File: config.mk
export PLATFORM = sky130hd
export DESIGN_NAME = usbfs_endp_tx_dbuf
export DESIGN_NICKNAME = d
export VERILOG_FILES = /design/src/rtl/usbfs_pkg.sv /design/src/rtl/usbfs_endp_tx_buf.sv /design/src/rtl/usbfs_endp_tx_dbuf.sv
export SDC_FILE = /design/constraint.sdc
export NUM_CORES = 1
export LEC_CHECK = 0
export BUFFER_PORTS_ARGS = -buffer_cell sky130_fd_sc_hd__buf_4
export CAP_MARGIN = 20
export CORE_MARGIN = 10
export CORE_UTILIZATION = 63
export DETAILED_ROUTE_END_ITERATION = 10
export MAX_ROUTING_LAYER = met4
export PLACE_DENSITY = 0.95
export RECOVER_POWER = 50
export SYNTH_ARGS = -nofsm -noshare
export SYNTH_HDL_FRONTEND = slang
export SYNTH_SLANG_ARGS = --single-unit
File: constraint.sdc
create_clock -name i_clk -period 9.5 [get_ports i_clk]
set_input_delay 1.425 -clock i_clk [delete_from_list [all_inputs] [get_ports i_clk]]
set_output_delay 1.425 -clock i_clk [all_outputs]
set_load 0.1 [all_outputs]
File: src/rtl/usbfs_pkg.sv
// Shared USB full-speed definitions used by the endpoint blocks.
package usbfs_pkg;

  // Width of one USB data byte.
  localparam int BYTE_W = 8;

  // Width of a packet length field able to hold 0..max_pkt.
  function automatic int nbytes_w(input int max_pkt);
    return $clog2(max_pkt) + 1;
  endfunction

  // Endpoint halt state, shared with the control endpoint (SET/CLEAR_FEATURE).
  typedef enum logic {
    EP_ACTIVE = 1'b0,
    EP_HALTED = 1'b1
  } ep_halt_e;

endpackage

File: src/rtl/usbfs_endp_tx_buf.sv
// One packet buffer: byte write port, fill count and committed flag.
// Writes land at index count; bytes past count keep their old contents.
module usbfs_endp_tx_buf
  import usbfs_pkg::*;
#(
  parameter int MAX_PKT = 8,
  localparam int NBW = nbytes_w(MAX_PKT)
) (
  input  logic                      clk,
  input  logic                      rst,
  input  logic                      wr_en,
  input  logic [BYTE_W-1:0]         wr_data,
  input  logic                      commit,
  input  logic                      clear,
  output logic [BYTE_W*MAX_PKT-1:0] data,
  output logic [NBW-1:0]            n_bytes,
  output logic                      committed
);

  logic [NBW-1:0] count;

  assign n_bytes = count;

  // Fill count and committed flag; clear (drain or flush) wins over write/commit.
  always_ff @(posedge clk or posedge rst) begin
    if (rst) begin
      count     <= '0;
      committed <= 1'b0;
    end else if (clear) begin
      count     <= '0;
      committed <= 1'b0;
    end else begin
      if (wr_en) count <= count + NBW'(1);
      if (commit) committed <= 1'b1;
    end
  end

  // Byte storage; only the slot at the current count is written.
  always_ff @(posedge clk or posedge rst) begin
    if (rst) begin
      data <= '0;
    end else if (wr_en && !clear) begin
      for (int i = 0; i < MAX_PKT; i++) begin
        if (count == NBW'(i)) data[i*BYTE_W +: BYTE_W] <= wr_data;
      end
    end
  end

endmodule

File: src/rtl/usbfs_endp_tx_dbuf.sv
// Double-buffered USB full-speed IN-endpoint transmit buffer.
// Handshakes: a transfer happens on a rising clock edge where both valid and
// ready are high (o_ready/i_valid upstream, o_etValid/i_etReady downstream);
// valid never depends on ready, and a byte or packet is held until taken.
// The producer fills buffer[fill_sel] while buffer[drain_sel] is offered.
module usbfs_endp_tx_dbuf
  import usbfs_pkg::*;
#(
  parameter int MAX_PKT = 8,
  parameter bit ZLP_EN  = 1'b1,
  parameter int TIMEOUT = 255,
  localparam int NBW = nbytes_w(MAX_PKT)
) (
  input  logic                      i_clk,
  input  logic                      i_rst,
  output logic                      o_ready,
  input  logic                      i_valid,
  input  logic [BYTE_W-1:0]         i_data,
  input  logic                      i_last,
  input  logic                      i_haltSet,
  input  logic                      i_haltClr,
  input  logic                      i_flush,
  output logic                      o_etStall,
  input  logic                      i_etReady,
  output logic                      o_etValid,
  output logic [BYTE_W*MAX_PKT-1:0] o_etData,
  output logic [NBW-1:0]            o_etData_nBytes
);

  localparam int IDW = (TIMEOUT > 1) ? $clog2(TIMEOUT + 1) : 1;

  logic [1:0]               n_committed;
  logic                     fill_sel;
  logic                     drain_sel;
  logic                     zlp_pending;
  logic [IDW-1:0]           idle_cnt;
  ep_halt_e                 halt;

  logic [BYTE_W*MAX_PKT-1:0] buf_data [2];
  logic [NBW-1:0]            buf_cnt [2];
  logic [1:0]                buf_committed;
  logic [1:0]                buf_wr;
  logic [1:0]                buf_commit;
  logic [1:0]                buf_clear;

  logic           accepted;
  logic [NBW-1:0] fill_cnt;
  logic           fill_last_slot;
  logic           idle_expire;
  logic           data_commit;
  logic           zlp_set;
  logic           zlp_commit;
  logic           commit;
  logic           et_valid;
  logic           et_accepted;

  // A committed fill buffer (both buffers full) holds no partial packet.
  assign fill_cnt       = buf_committed[fill_sel] ? '0 : buf_cnt[fill_sel];
  assign fill_last_slot = (fill_cnt == NBW'(MAX_PKT - 1));

  assign o_ready  = (n_committed != 2'd2) && !zlp_pending && !i_flush;
  assign accepted = o_ready && i_valid;

  assign idle_expire = (TIMEOUT != 0) && !accepted && !i_flush &&
                       (fill_cnt != '0) && (idle_cnt == IDW'(TIMEOUT - 1));
  assign data_commit = (accepted && (fill_last_slot || i_last)) || idle_expire;
  assign zlp_set     = ZLP_EN && accepted && i_last && fill_last_slot;
  // The ZLP commits the (empty) fill buffer once a buffer slot is free.
  assign zlp_commit  = zlp_pending && (n_committed != 2'd2) && !i_flush;
  assign commit      = data_commit || zlp_commit;

  assign et_valid    = buf_committed[drain_sel] && (halt == EP_ACTIVE);
  assign et_accepted = et_valid && i_etReady;

  // Outputs come straight from state flops through the drain mux.
  assign o_etValid       = et_valid;
  assign o_etStall       = (halt == EP_HALTED);
  assign o_etData        = buf_data[drain_sel];
  assign o_etData_nBytes = buf_cnt[drain_sel];

  // Per-buffer strobes steered by the fill and drain selects.
  always_comb begin
    buf_wr     = '0;
    buf_commit = '0;
    buf_clear  = '0;
    for (int b = 0; b < 2; b++) begin
      buf_wr[b]     = accepted && (fill_sel == 1'(b));
      buf_commit[b] = commit && (fill_sel == 1'(b));
      buf_clear[b]  = i_flush || (et_accepted && (drain_sel == 1'(b)));
    end
  end

  for (genvar g = 0; g < 2; g++) begin : g_buf
    usbfs_endp_tx_buf #(.MAX_PKT(MAX_PKT)) u_buf (
      .clk       (i_clk),
      .rst       (i_rst),
      .wr_en     (buf_wr[g]),
      .wr_data   (i_data),
      .commit    (buf_commit[g]),
      .clear     (buf_clear[g]),
      .data      (buf_data[g]),
      .n_bytes   (buf_cnt[g]),
      .committed (buf_committed[g])
    );
  end

  // Ping-pong selects, committed-packet count and pending ZLP.
  always_ff @(posedge i_clk or posedge i_rst) begin
    if (i_rst) begin
      n_committed <= '0;
      fill_sel    <= 1'b0;
      drain_sel   <= 1'b0;
      zlp_pending <= 1'b0;
    end else if (i_flush) begin
      n_committed <= '0;
      fill_sel    <= 1'b0;
      drain_sel   <= 1'b0;
      zlp_pending <= 1'b0;
    end else begin
      if (commit) fill_sel <= ~fill_sel;
      if (et_accepted) drain_sel <= ~drain_sel;
      if (commit && !et_accepted) n_committed <= n_committed + 2'd1;
      else if (!commit && et_accepted) n_committed <= n_committed - 2'd1;
      if (zlp_set) zlp_pending <= 1'b1;
      else if (zlp_commit) zlp_pending <= 1'b0;
    end
  end

  // Idle counter for flushing a partial packet; saturates at TIMEOUT.
  always_ff @(posedge i_clk or posedge i_rst) begin
    if (i_rst) begin
      idle_cnt <= '0;
    end else if (i_flush || accepted || (fill_cnt == '0)) begin
      idle_cnt <= '0;
    end else if (idle_cnt != IDW'(TIMEOUT)) begin
      idle_cnt <= idle_cnt + IDW'(1);
    end
  end

  // Endpoint halt; set wins over clear, flush leaves it alone.
  always_ff @(posedge i_clk or posedge i_rst) begin
    if (i_rst) begin
      halt <= EP_ACTIVE;
    end else if (i_haltSet) begin
      halt <= EP_HALTED;
    end else if (i_haltClr) begin
      halt <= EP_ACTIVE;
    end
  end

endmodule
==> impl_metrics.yaml, run 1 <==
floorplan:
  rows: 38
  die_w_um: 126
  die_h_um: 126
  initial_core_util_pct: 64.8
  coreArea_um2: 10900
  ioPinCount: 87
  die-area_um2: 15800
timing:
  max_freq_mhz: 242
  hold_viol: 0
  max-slew-margin-rel_pct: -143
  setup_violations: 0
  whs_ns: 0.487
  fin_crit_sh_pct: 43.6
  drv_slew: 86
  rsz0062_at_grt: "false"
  worstMarginPinSlew_ns: 3.62
  setup_tns_ns: 0
  fin_crit_ns: 4.14
  skew_ns: 0.00756
cells_and_area:
  fin_nets: 637
  fin_util_pct: 76.7
  drive_gt1_share_pct: 45.8
  area_growth_pct: 18.5
  diodes: 0
drt:
  vias: 4729
  post-route-drc-count: 0
  drt_iter0_drc: 335
  ant_nets: 0
  viasPerCell: 6.19
  routed_wl_um: 17500
  first_pass_iters: 5
  post_drt_wl_per_cell_um: 22.9
setup_path:
  cp_top_family: "buffers and inverters"
  r2r-end: "g_buf[0].u_buf.data[12]$_DFFE_PP0P_"
  cpMaxStageDelayCell: "dfrtp_2"
  reg2regPathDepth: 5
  slowest_delay_ns: 0.82
  path_cells: "buf_4 > mux2_2 > buf_4"
  critPathBufInv: 2
  cp.required_ns: 8.08
  arrival_ns: 2.71
  end_kind: "output port"
  crit_top_cell: "buf_4"
  reg2reg_from: "drain_sel$_DFFE_PP0P_"
  startpoint_type: "register"
  setup.worst_path.start: "drain_sel$_DFFE_PP0P_"
  r2r_slack_ns: 6.47
  cp_max_fo: 43
  critPathKind: "reg -> out"
synthesis:
  synthFlopType: "dfrtp_1"
  seq_area_frac_synth_pct: 53.9
  synth_compound_area_share_pct: 3.00
  ys_top_cells_by_count: "mux2_2, dfrtp_1, nand2_1"
  yosysWarnings: 0
  syn_avg_cell_area_um2: 13.5
  synth_top_family_by_area: "multiplexers"
  synth_edf_count: 0
  synth_mux_area_share_pct: 31.1
  synth-xor-area-share_pct: 1.24
  syn_nets: 550
  syn_area_um2: 7050
  synth_top_area_share_pct: 53.9
  netlist_instances: 524
  yosys.area_share.adder_pct: 1.77
  synth.largest_area_cell: "dfrtp_1"
  ys_types: 49
  synthTopCellsByArea: "dfrtp_1, mux2_2, mux2_1"
  synth_most_common_cell: "mux2_2"
  ys_ff_latch: 152
  postSynth.asyncResetShare_pct: 100
  yosys.area_share.simple_pct: 7.27
global_route:
  track_usage_pct: 22.8
  grt_pass1_wl_um: 28300
  grt_remaining_overflow: 0
  first_global_vias: 5216
  grt_max_degree: 86
  antenna_found_initial: 0
clocking:
  clockBufferDepth: 2
  cts_root_buffer: "clkbuf_8"
  cts_resized: 0
  htree_num_levels: 4
  path_clk_slew_ns: 0.06
  cts_hold_buf: 0
  numCtsBuffers: 17
  cts.sinks: 152
  cts_tree: "built"
  insertion_delay_ns: 0.53
  post_cts.repair.setup_buffers: 0
worst_hold_path:
  min_path_cells: 1
  hold_class: "reg -> reg"
  min-delay-start: "g_buf[0].u_buf.data[15]$_DFFE_PP0P_"
  whs_endpoint: "g_buf[0].u_buf.data[15]$_DFFE_PP0P_"
power_and_ir_drop:
  power_density_nw_per_um2: 206
  ir_drop_mv: 0.154
  pwr-share-clk_pct: 37.3
  switchingPower_mw: 0.572
  p_leak_nw: 4.19
  pwr-share-seq_pct: 41.1
  comb_power_share_pct: 21.6
  p_int_mw: 1.15
  p_sw_share_pct: 33.2
outcome:
  status: "complete, but fails checks"
  violations: "max-capacitance violations, max-slew violations"
place:
  hpwl_um: 11100
  port_buffers: 86
  gp_congestion: 0.874
flow_run:
  cap_violations: 1
-- worst reg2reg max path: cells and delay by family (launching register included) --
kind,cells,cell delay [ns]
mux,1,0.43
simple gates,4,1.66
flops,1,0.82
-- sequential cells by signal, summed over array words and instances, names as in the netlist --
register / cells
zlp_pending: 1
o_etStall: 1
idle_cnt: 8
fill_sel: 1
g_buf.u_buf.committed: 2
n_committed: 2
drain_sel: 1
g_buf.u_buf.n_bytes: 8
g_buf.u_buf.data: 128
-- final cells by class --
cell class / count / area [um^2]
Sequential cell: 152 / 3800
Multi-Input combinational cell: 341 / 3120
Fill cell: 631 / 2530
Timing Repair Buffer: 88 / 649
Clock buffer: 23 / 477
Tap cell: 140 / 175
Clock inverter: 9 / 90.1
Inverter: 11 / 42.5
-- routing by layer --
metal,up-vias,global-route usage [%],routed length (um)
li1,2061,-,-
met1,2401,26.1,7050
met2,200,37.7,8830
met3,67,5.58,1010
met4,0,9.44,608
met5,-,-,0
-- stage by stage --
stage	instance area (um^2)	setup slack [ns]	std cells	total power, mW
detailed placement	7820	5.96	732	1.09
global route	8350	4.92	764	1.77
floorplan	7050	3.98	524	1.01
finish	8350	5.36	764	1.72
CTS	8380	5.39	764	1.73
global placement	7820	5.98	732	1.08
-- worst max-delay path by stage --
stage	end	slack, ns	depth (start not counted)
5_1_grt	g_buf[1].u_buf.data[61]$_DFFE_PP0P_	4.92	3
3_3_place_gp	o_ready	5.98	3
4_1_cts	o_etData[56]	5.39	3
6_report	o_etData[56]	5.36	3
2_1_floorplan	drain_sel$_DFFE_PP0P_	3.98	1
3_5_place_dp	o_etData[56]	5.96	3
-- power by group through the flow --
| stage | registers (mW) | clock network [mW] | logic (mW) |
|---|---|---|---|
| 2_1_floorplan | 0.711 | 0 | 0.298 |
| 3_3_place_gp | 0.714 | 0 | 0.368 |
| 3_5_place_dp | 0.718 | 0 | 0.374 |
| 4_1_cts | 0.708 | 0.642 | 0.377 |
| 5_1_grt | 0.713 | 0.670 | 0.388 |
| 6_report | 0.708 | 0.642 | 0.372 |
-- cells by family after synthesis --
| group | Yosys count |
|---|---|
| AOI/OAI and AO/OA | 30 |
| and+or+nand+nor | 96 |
| adders and majority gates | 10 |
| muxes | 195 |
| DFF | 152 |
| xor gates and xnor gates | 10 |
| buffers and inverters | 31 |
-- cell usage in the layout (no fill, tap or decap), drive strengths merged, types with 9 or more instances in the layout --
cell type / Yosys / layout
ha: 10 / 10
clkbuf: 19 / 28
buf: 1 / 83
nor2: 23 / 23
nand2: 32 / 32
nor3: 9 / 9
inv: 11 / 12
dfrtp: 152 / 152
mux2: 193 / 193
No activity file was read; power rests on OpenSTA's default activity.
==> run 2: changes to the inputs <==
--- a/config.mk
+++ b/config.mk
@@ -5,13 +5,14 @@
 export SDC_FILE = /design/constraint.sdc
 export NUM_CORES = 1
 export LEC_CHECK = 0
+export ABC_AREA = 1
 export BUFFER_PORTS_ARGS = -buffer_cell sky130_fd_sc_hd__buf_4
 export CAP_MARGIN = 20
 export CORE_MARGIN = 10
-export CORE_UTILIZATION = 63
+export CORE_UTILIZATION = 58
 export DETAILED_ROUTE_END_ITERATION = 10
 export MAX_ROUTING_LAYER = met4
-export PLACE_DENSITY = 0.95
+export PLACE_DENSITY = 0.89
 export RECOVER_POWER = 50
 export SYNTH_ARGS = -nofsm -noshare
 export SYNTH_HDL_FRONTEND = slang
==> constraint.sdc (replaced) <==
create_clock -name i_clk -period 4 [get_ports i_clk]
set_input_delay 0.6 -clock i_clk [delete_from_list [all_inputs] [get_ports i_clk]]
set_output_delay 0.6 -clock i_clk [all_outputs]
set_load 0.1 [all_outputs]
==> impl_metrics.yaml, run 2 <==
timing:
  rsz0062_at_grt: "false"
  setup_violations: 0
  fin_crit_ns: 3.46
  worstMarginPinSlew_ns: 2.21
  fin_crit_sh_pct: 86.6
  max-slew-margin-rel_pct: -47.5
  hold_viol: 0
  drv_slew: 75
  setup_tns_ns: 0
  skew_ns: 0.00673
  max_freq_mhz: 289
drt:
  routed_wl_um: 18300
  vias: 6106
  ant_nets: 0
  viasPerCell: 5.65
  post_drt_wl_per_cell_um: 16.9
  post-route-drc-count: 0
  drt_iter0_drc: 679
  first_pass_iters: 5
clocking:
  cts_resized: 0
  htree_num_levels: 4
  post_cts.repair.setup_buffers: 0
  cts_root_buffer: "clkbuf_16"
  numCtsBuffers: 17
  cts.sinks: 152
  clockBufferDepth: 2
  path_clk_slew_ns: 0.06
  insertion_delay_ns: 0.44
  cts_hold_buf: 0
  cts_tree: "built"
place:
  gp_congestion: 0.922
  dp_cells: 1047
  port_buffers: 86
  hpwl_um: 11500
synthesis:
  ys_types: 34
  syn_avg_cell_area_um2: 8.27
  yosysWarnings: 0
  ys_top_cells_by_count: "nand2_1, dfrtp_1, o21ai_0"
  syn_area_um2: 7020
  syn_nets: 875
  ys_ff_latch: 152
  synth.largest_area_cell: "dfrtp_1"
  synth_top_area_share_pct: 54.2
  netlist_instances: 849
  synth_most_common_cell: "nand2_1"
  synthTopCellsByArea: "dfrtp_1, nand2_1, o21ai_0"
  seq_area_frac_synth_pct: 54.2
  synthFlopType: "dfrtp_1"
  synth_edf_count: 0
  postSynth.asyncResetShare_pct: 100
global_route:
  antenna_found_initial: 0
  grt_remaining_overflow: 0
  grt_pass1_wl_um: 29500
  first_global_vias: 5893
  grt_max_degree: 57
  track_usage_pct: 22.8
floorplan:
  ioPinCount: 87
  rows: 40
  die-area_um2: 16900
  coreArea_um2: 11900
  initial_core_util_pct: 58.9
  die_h_um: 130
  die_w_um: 130
cells_and_area:
  drive_gt1_share_pct: 15.6
  largest_reg_flops: 128
  fin_nets: 946
  instances_no_fill: 1080
  final_cell_mix: "nand2_1, dfrtp_1, o21ai_0, buf_4, o21ai_1"
  diodes: 0
  layout_commonest_cell: "nand2_1"
  top_register: "g_buf.u_buf.data"
  area_growth_pct: 19.3
flow_run:
  cap_violations: 2
power_and_ir_drop:
  power_density_nw_per_um2: 597
  ir_drop_mv: 0.734
  p_leak_nw: 4.25
setup_path:
  cp_max_fo: 50
  end_kind: "output port"
  arrival_ns: 2.86
  startpoint_type: "register"
  cp.required_ns: 3.40
  critPathKind: "reg -> out"
outcome:
  violations: "max-capacitance violations, max-slew violations"
  status: "complete, but fails checks"
worst_hold_path:
  hold_class: "in -> async"
[run 2: changes by cell type after synthesis, sizes merged, moves of 4 or more]
cell	change
inv	+33
nor3	-4
clkbuf	+4
nor2	+7
buf	+16
mux2	-193
o21ai	+134
nand3	+22
nand2	+346
nor2b	-4
[run 2: area by class of cell]
cell class                 count  area (um^2)
clock buffer                  17          425
tap                          147          184
fill                         897         3540
sequential                   152         3800
timing repair buffer          92          678
clock inverter                15          297
multi-input combinational    612         2820
inverter                      45          170
[run 2: kinds of logic (layout without fill, tap and decap cells)]
family / count (synthesis) / in the layout / share of synthesized area (%)
compound gates: 152 / 152 / 11.5
xor+xnor: 8 / 8 / 0.998
fa+ha+maj: 10 / 10 / 1.78
buf+inv: 85 / 169 / 5.63
flops: 152 / 152 / 54.2
simple gates: 442 / 442 / 25.9
[run 2: per-layer routing]
metal,global-route usage [%],part of all wire [%],wire [um]
met1,27.9,41,7550
met2,35.6,49,8970
met3,4.95,6.2,1140
met4,10.4,3.3,594
met5,-,0,0
[run 2: path summary, 6_finish.rpt]
check                                                    from  cells past startpoint                                     to  slack, ns
max                                     drain_sel$_DFFE_PP0P_                      4                              o_etValid       0.54
min                                                     i_rst                      2  g_buf[0].u_buf.n_bytes[3]$_DFFE_PP0P_       0.15
max reg2reg                             drain_sel$_DFFE_PP0P_                      8    g_buf[0].u_buf.data[14]$_DFFE_PP0P_       0.63
min reg2reg                g_buf[1].u_buf.data[2]$_DFFE_PP0P_                      2     g_buf[1].u_buf.data[2]$_DFFE_PP0P_       0.48
max in group asynchronous                               i_rst                      4    g_buf[1].u_buf.data[44]$_DFFE_PP0P_       1.01
min in group i_clk                                  i_haltClr                      2                  o_etStall$_DFFE_PP0P_       0.34
[run 2: critical path: stages, from the launching register on]
cell      delay [ns]
dfrtp_2         0.71
clkbuf_2        0.90
o21ai_0         0.26
nor2_2          0.20
buf_4           0.33
[run 2: metrics by stage]
stage	cell area [um^2]	hold WS, ns	setup WS (ns)	power, mW	utilization, %
after global placement	7680	0.464	1.31	3.03	64.5
after global routing	8370	0.179	0.363	5.16	70.3
final	8370	0.149	0.538	5.00	70.3
after detailed placement	7680	0.470	1.22	3.06	64.5
after floorplan	7030	0.453	0.433	2.78	-
after CTS	8400	0.345	0.873	5.01	70.5
[run 2: power breakdown]
part | switching (mW) | total, mW | internal (mW)
combinational | 1.02 | 1.26 | 0.247
clock | 0.666 | 1.97 | 1.30
sequential | 0.0894 | 1.77 | 1.68
total | 1.77 | 5.00 | 3.23
==> run 3: changes to the inputs <==
--- a/config.mk
+++ b/config.mk
@@ -14,6 +14,7 @@
 export MAX_ROUTING_LAYER = met4
 export PLACE_DENSITY = 0.89
 export RECOVER_POWER = 50
+export REMOVE_ABC_BUFFERS = 1
 export SYNTH_ARGS = -nofsm -noshare
 export SYNTH_HDL_FRONTEND = slang
 export SYNTH_SLANG_ARGS = --single-unit
==> impl_metrics.yaml, run 3 (synthesized netlist as in run 2, its figures left out) <==
outcome:
  status: "complete, but fails checks"
  violations: "max-capacitance violations, max-slew violations"
clocking:
  clockBufferDepth: 2
  cts_tree: "built"
  cts.sinks: 152
  post_cts.repair.setup_buffers: 0
  path_clk_slew_ns: 0.06
  cts_hold_buf: 0
  numCtsBuffers: 17
  cts_resized: 0
  cts_root_buffer: "clkbuf_16"
  htree_num_levels: 4
  insertion_delay_ns: 0.42
cells_and_area:
  layout_commonest_cell: "nand2_1"
  fin_nets: 945
  largest_reg_flops: 128
  fin_util_pct: 68.8
  top_register: "g_buf.u_buf.data"
  area_growth_pct: 16.7
  drive_gt1_share_pct: 14.6
  diodes: 0
  final_cell_mix: "nand2_1, dfrtp_1, o21ai_0, buf_4, o21ai_1"
setup_path:
  arrival_ns: 3.17
  r2r_slack_ns: 1.08
  reg2regPathDepth: 10
  critPathBufInv: 2
  slowest_delay_ns: 0.65
  cp_max_fo: 75
  path_cells: "buf_4 > o21ai_0 > nor2_2 > nand2_1 > inv_1 > nand2_2 > nand2_1 > nor2_8 > nand3_1 > o21ai_0"
  startpoint_type: "register"
  cpMaxStageDelayCell: "buf_4"
  end_kind: "register"
  reg2reg_from: "drain_sel$_DFFE_PP0P_"
  cp_top_family: "simple AND/OR/NAND/NOR gates"
  crit_end: "g_buf[1].u_buf.data[38]$_DFFE_PP0P_"
  critPathKind: "reg -> reg"
  cp.depth: 10
  cp.required_ns: 4.26
  r2r-end: "g_buf[1].u_buf.data[38]$_DFFE_PP0P_"
  setup.worst_path.start: "drain_sel$_DFFE_PP0P_"
global_route:
  grt_max_degree: 96
  track_usage_pct: 22.5
  antenna_found_initial: 0
  first_global_vias: 5872
  grt_pass1_wl_um: 29200
  grt_remaining_overflow: 0
drt:
  drt_iter0_drc: 793
  ant_nets: 0
  viasPerCell: 5.59
  post_drt_wl_per_cell_um: 16.7
  vias: 6031
  post-route-drc-count: 0
  routed_wl_um: 18000
  first_pass_iters: 6
worst_hold_path:
  min_path_cells: 2
  hold_class: "in -> reg"
timing:
  drv_slew: 96
  skew_ns: 0.00905
  max_freq_mhz: 343
  max-slew-margin-rel_pct: -29.9
  rsz0062_at_grt: "false"
  worstMarginPinSlew_ns: 1.94
  hold_viol: 0
  fin_crit_sh_pct: 72.9
  setup_violations: 0
  fin_crit_ns: 2.92
place:
  hpwl_um: 11000
  port_buffers: 86
  gp_congestion: 0.920
floorplan:
  die_h_um: 130
  coreArea_um2: 11900
  die_w_um: 130
  rows: 40
  die-area_um2: 16900
  ioPinCount: 87
  initial_core_util_pct: 58.9
power_and_ir_drop:
  power_density_nw_per_um2: 566
  total_power_mw: 4.64
  p_leak_nw: 4.17
  ir_drop_mv: 0.276
flow_run:
  cap_violations: 1
run 3: power by group:
part,switching (mW),internal (mW)
Sequential,0.0911,1.68
Combinational,1.00,0.246
Clock,0.606,1.01
Total,1.70,2.94
run 3: how the worst min path moves through the flow:
stage,slack [ns],start,to
2_1_floorplan,0.45,g_buf[1].u_buf.data[39]$_DFFE_PP0P_,g_buf[1].u_buf.data[39]$_DFFE_PP0P_
3_3_place_gp,0.46,g_buf[1].u_buf.data[24]$_DFFE_PP0P_,g_buf[1].u_buf.data[24]$_DFFE_PP0P_
3_5_place_dp,0.47,g_buf[1].u_buf.data[30]$_DFFE_PP0P_,g_buf[1].u_buf.data[30]$_DFFE_PP0P_
4_1_cts,0.36,i_haltClr,o_etStall$_DFFE_PP0P_
5_1_grt,0.37,i_haltClr,o_etStall$_DFFE_PP0P_
6_report,0.36,i_haltClr,o_etStall$_DFFE_PP0P_
run 3: cell type report:
class                           count  area [um^2]
Multi-Input combinational cell    612         2780
Sequential cell                   152         3800
Fill cell                         928         3720
Clock inverter                      7          119
Inverter                           45          173
Tap cell                          147          184
Timing Repair Buffer               91          661
Clock buffer                       24          472
run 3: metrics by stage:
stage	hold WS [ns]	setup TNS (ns)	worst slack (ns)	area, um^2	instances
floorplan	0.453	-105.35	-0.693	6800	809
global placement	0.463	0	1.51	7670	1047
detailed placement	0.469	0	1.44	7670	1047
CTS	0.357	0	1.14	8260	1078
global route	0.369	0	0.799	8200	1078
finish	0.359	0	1.08	8200	1078
run 3: layer usage:
| metal | global-route usage, % | vias up | part of all wire, % | wire (um) |
|---|---|---|---|---|
| met1 | 27.3 | 2843 | 40 | 7250 |
| met4 | 8.66 | 0 | 2.5 | 450 |
| li1 | - | 2836 | - | - |
| met5 | - | - | 0 | 0 |
| met3 | 5.19 | 60 | 8.1 | 1470 |
| met2 | 36.1 | 292 | 49 | 8870 |
run 3: worst register-to-register path, delay by kind of cell (launching register included):
family                 cells  cell delay, ns
and+or+nand+nor            6            1.15
buffers and inverters      2            0.77
AOI/OAI and AO/OA          2            0.45
DFF                        1            0.37
